$ cat src/rtl/pipe_wb_stage.sv
// pipe_wb_stage: MEM/WB pipeline register with load extraction, result select and retired-instruction counter
//   clk, clrn         : rising-edge clock, asynchronous active-low reset
//   stall, flush      : hold / bubble the MEM/WB register (flush wins)
//   mvalid, malu, mmo : MEM-stage valid, ALU/link result (low bits = load byte address), raw memory word
//   mwreg, mm2reg     : writes a register, result comes from memory
//   mldt, mrn         : load type, destination register
//   wdi, wrn, wwreg   : register-file write port / forwarding path in WB
//   wvalid, instret   : WB slot valid, retired-instruction count
module pipe_wb_stage #(
  parameter int DW       = 32,
  parameter int RW       = 5,
  parameter int CW       = 32,
  parameter int ZERO_REG = 1
) (
  input  logic          clk,
  input  logic          clrn,
  input  logic          stall,
  input  logic          flush,
  input  logic          mvalid,
  input  logic [DW-1:0] malu,
  input  logic [DW-1:0] mmo,
  input  logic          mwreg,
  input  logic          mm2reg,
  input  logic [2:0]    mldt,
  input  logic [RW-1:0] mrn,
  output logic [DW-1:0] wdi,
  output logic [RW-1:0] wrn,
  output logic          wwreg,
  output logic          wvalid,
  output logic [CW-1:0] instret
);
  localparam int OW = $clog2(DW / 8);
  logic          valid_q, valid_d, wreg_q, wreg_d, m2reg_q, m2reg_d;
  logic [2:0]    ldt_q, ldt_d;
  logic [RW-1:0] rn_q, rn_d;
  logic [DW-1:0] alu_q, alu_d, mo_q, mo_d, ld;
  logic [CW-1:0] cnt_q, cnt_d;
  logic [OW-1:0] off, off_h, off_w;
  logic [7:0]    b8;
  logic [15:0]   h16;
  logic [31:0]   w32;
  always_comb begin
    valid_d = flush ? 1'b0 : stall ? valid_q : mvalid;
    wreg_d  = flush ? 1'b0 : stall ? wreg_q  : mwreg;
    m2reg_d = flush ? 1'b0 : stall ? m2reg_q : mm2reg;
    ldt_d   = flush ? 3'b0 : stall ? ldt_q   : mldt;
    rn_d    = flush ? '0   : stall ? rn_q    : mrn;
    alu_d   = flush ? '0   : stall ? alu_q   : malu;
    mo_d    = flush ? '0   : stall ? mo_q    : mmo;
    cnt_d   = cnt_q + CW'(mvalid & ~stall & ~flush);
  end
  always_ff @(posedge clk or negedge clrn) begin
    if (!clrn) begin
      valid_q <= 1'b0;
      wreg_q  <= 1'b0;
      m2reg_q <= 1'b0;
      ldt_q   <= 3'b0;
      rn_q    <= '0;
      alu_q   <= '0;
      mo_q    <= '0;
      cnt_q   <= '0;
    end else begin
      valid_q <= valid_d;
      wreg_q  <= wreg_d;
      m2reg_q <= m2reg_d;
      ldt_q   <= ldt_d;
      rn_q    <= rn_d;
      alu_q   <= alu_d;
      mo_q    <= mo_d;
      cnt_q   <= cnt_d;
    end
  end
  // Lane offsets are aligned down to the access size; for DW=32 the word offset is always 0,
  // so LD and LWU collapse onto LW without special casing.
  always_comb begin
    off   = alu_q[OW-1:0];
    off_h = off & ~OW'(1);
    off_w = off & ~OW'(3);
    b8    = 8'(mo_q >> {off, 3'b000});
    h16   = 16'(mo_q >> {off_h, 3'b000});
    w32   = 32'(mo_q >> {off_w, 3'b000});
    case (ldt_q)
      3'b000:  ld = DW'($signed(b8));
      3'b001:  ld = DW'($signed(h16));
      3'b010:  ld = DW'($signed(w32));
      3'b100:  ld = DW'(b8);
      3'b101:  ld = DW'(h16);
      3'b110:  ld = DW'(w32);
      default: ld = mo_q;
    endcase
  end
  assign wdi     = m2reg_q ? ld : alu_q;
  assign wrn     = rn_q;
  assign wvalid  = valid_q;
  assign wwreg   = wreg_q & valid_q & ~((ZERO_REG != 0) && (rn_q == '0));
  assign instret = cnt_q;
endmodule
$ cat config.mk
export PLATFORM = sky130hd
export DESIGN_NAME = pipe_wb_stage
export DESIGN_NICKNAME = d
export VERILOG_FILES = /design/src/rtl/pipe_wb_stage.sv
export SDC_FILE = /design/constraint.sdc
export NUM_CORES = 1
export LEC_CHECK = 0
export CAP_MARGIN = 0
export CORE_UTILIZATION = 48
export CTS_CLUSTER_DIAMETER = 120
export DETAILED_ROUTE_END_ITERATION = 10
export GPL_ROUTABILITY_DRIVEN = 1
export GPL_TIMING_DRIVEN = 0
export PLACE_DENSITY = 0.8
export SKIP_CTS_REPAIR_TIMING = 1
export SLEW_MARGIN = 40
export SYNTH_ARGS = -nofsm -noshare
export SYNTH_HDL_FRONTEND = slang
export SYNTH_SLANG_ARGS = --single-unit
$ cat constraint.sdc
create_clock -name clk -period 3 [get_ports clk]
set_clock_uncertainty 0.2 [all_clocks]
set_input_delay 0.6 -clock clk [delete_from_list [all_inputs] [get_ports clk]]
set_output_delay 0.6 -clock clk [all_outputs]
set_load 0.05 [all_outputs]
==> results.toml <==
[route]
avgRoutedWirePerCell_um = 18.5
detail-route-antenna-nets = 0
detailroute.via_count = 4473
remaining_drc_errors = 0
routed_via_density = 5.56
detail_route.iter0.violations = 263
first_pass_iters = 4
total_routed_length_mm = 14.9

[clock_tree]
clock_latency_reported_for_the_late_side_of_the_worst_skew_pair_ns = 0.36
cts.htree.levels = 3
cts_num_sinks = 107
clock_tree.root_cell = "clkbuf_8"
tritoncts.num_buffers = 9
tritoncts = "yes"
ctsLongestPathBuffers = 2
clkSlewWorstSetupHoldPaths_ns = 0.11

[pwr]
share_comb_of_total_power = 0.263
p_clk_frac = 0.254
p_per_area_nw_per_um2 = 462
power_leakage_nw = 3.47
p_switching_mw = 1.14
share_seq_of_total_power = 0.483
power.internal_mw = 2.22
netSwitchingFraction = 0.339
peak_supply_drop_mv = 0.338

[logic_synthesis]
synth_edf_count = 0
netlist_instances = 504
dominantRegCellSynth = "dfrtp_1"
synth.top_cells.by_area = "dfrtp_1 (51%), mux2i_1 (14%), nor2_1 (5.9%)"
synth_seq_area_share = 0.506
fraction_of_registers_with_async_set_reset = 1.00
synth_top_area_cell = "dfrtp_1"
synth_top_area_share = 0.506
mappedNetlistNets = 586
ys_ff_latch = 107
yosys_warnings = 0
syn_area_per_cell_um2 = 10.5
synthDistinctLibCells = 45
post_synth_instance_area_um2 = 5290

[cells_and_area]
fraction_of_layout_cells_with_a_size_suffix_above_1 = 0.123
mostFrequentLayoutCell = "clkdlybuf4s50_1"
synthToLayoutAreaGrowth_pct = 37.2
utilization = 0.691
commonest_non_fill_non_tap_cells_in_the_layout = "clkdlybuf4s50_1 (113), dfrtp_1 (106), nor2_1 (82)"
stdcell_area_um2 = 7270
num_antenna_cells = 0
num-nets-final = 746

[sta]
finalWorstPathRequiredPeriod_ns = 3.10
fin_tns_setup_ns = -1.07
final.period_utilization = 1.03
hold_viol = 0
finalWorstSetupSlack_ns = -0.104
rel_slew_slack = 0.394
setup_viol_count_final = 19
max_slew.worst_pin.slew_ns = 0.909
rsz0062_at_grt = "true"
maxSlewViolCount = 0
fmaxAchievable_ghz = 0.322

[place]
buffer_ports.inserted = 147
detailed_place_hpwl_mm = 11.1
gpl.final_weighted_congestion = 0.899
placed_cell_area_um2 = 7000

[flow_run]
max_cap_violations = 0

[critical_path]
criticalPathCategory = "reg -> out"
critical_path_arrival_ns = 2.30
crit_path_max_fanout = 10
cp-end-kind = "primary output"
critical_path_required_ns = 2.20
setup.worst_path.start_class = "flip-flop"
r2r_slack_ns = 0.79

[floorplanning]
start_util = 0.504
die_area_um2 = 11500
die_width_um = 107
core_area_um2 = 10500
ioPinCount = 150
die_y_um = 107
num_rows = 37

[run_status]
outcome = "finished, violations left"
violated_checks = "setup timing"

[global_routing]
gr-total-overflow = 0
track_usage = 0.264
grt_pass1_wl_mm = 23.2
grt_max_degree = 67
antenna_found_initial = 0
first_global_vias = 4504

[min_path]
hold_path_class = "reg -> reg"
critical path: stages, from the launching register on:
cell and delay, ns:
dfrtp_2 0.42, mux4_2 0.58, nor2_4 0.13, a2111oi_4 0.04, buf_4 0.18, buf_6 0.14, a221o_1 0.29, buf_6 0.17
final timing paths:
kind                              from           to  cells after the start
max reg2reg                 instret[0]  instret[28]                      6
max in group asynchronous         clrn     alu_q[1]                      3
max                           alu_q[1]      wdi[27]                      7
min reg2reg                instret[31]  instret[31]                      1
min in group asynchronous         clrn     mo_q[14]                      2
min                        instret[31]  instret[31]                      1
sequential cells by signal (all words and copies together), names as in the netlist:
name,count
m2reg_q,1
mo_q,32
ldt_q,3
wreg_q,1
alu_q,32
instret,32
wrn,5
wvalid,1
cell type report:
| class | count | area, um2 |
|---|---|---|
| Fill cell | 811 | 3240 |
| Sequential cell | 107 | 2680 |
| Multi-Input combinational cell | 360 | 2530 |
| Timing Repair Buffer | 152 | 1550 |
| Tap cell | 136 | 170 |
| Clock buffer | 10 | 138 |
| Buffer | 27 | 121 |
| Clock inverter | 6 | 48.8 |
| Inverter | 7 | 26.3 |
stage by stage:
stage / instances / hold WS (ns) / power, mW / worst slack (ns)
final: 805 / 0.286 / 3.35 / -0.104
after global routing: 805 / 0.307 / 3.49 / -0.172
after CTS: 804 / -0.102 / 3.36 / -0.827
after detailed placement: 788 / 0.264 / 2.52 / -0.471
after global placement: 787 / 0.261 / 2.49 / -2.78
after floorplan: 504 / 0.104 / 2.14 / 0.176
synth_stat cells (all sizes together), types with 2 or more instances:
master,count
clkbuf,23
xnor2,22
o31ai,6
nand2b,10
a21oi,23
nand2,23
nor3,7
and4,6
a211o,3
o22ai,8
mux2i,75
dfrtp,107
nor4,4
nand3,16
ha,3
xor2,8
or3,8
nor3b,2
inv,7
or2,7
nor2,83
a221o,13
nand4,9
buf,7
and3,4
a21o,6
cells by family after synthesis:
| logic type | Yosys count | synth area share |
|---|---|---|
| AO/OA/AOI/OAI | 67 | 0.0931 |
| XOR/XNOR | 30 | 0.0496 |
| adder cells (fa/ha/maj) | 3 | 0.00709 |
| buffers and inverters | 37 | 0.0286 |
| flip-flops | 107 | 0.506 |
| multiplexers | 77 | 0.148 |
| AND/OR/NAND/NOR | 183 | 0.168 |
routing by layer:
layer / GRT usage / wire length, um / vias to the layer above
met4: 0.0910 / 340 / 0
met5: 0 / 0 / -
met2: 0.427 / 7110 / 179
li1: - / - / 2092
met3: 0.0717 / 1240 / 28
met1: 0.343 / 6190 / 2174
power groups by stage:
stage	Sequential, mW	Clock, mW	Combinational (mW)
detailed placement	1.64	0	0.871
global placement	1.64	0	0.853
finish	1.62	0.852	0.882
floorplan	1.74	0	0.402
CTS	1.62	0.865	0.876
global route	1.63	0.924	0.935
No activity file was read; power rests on OpenSTA's default activity.
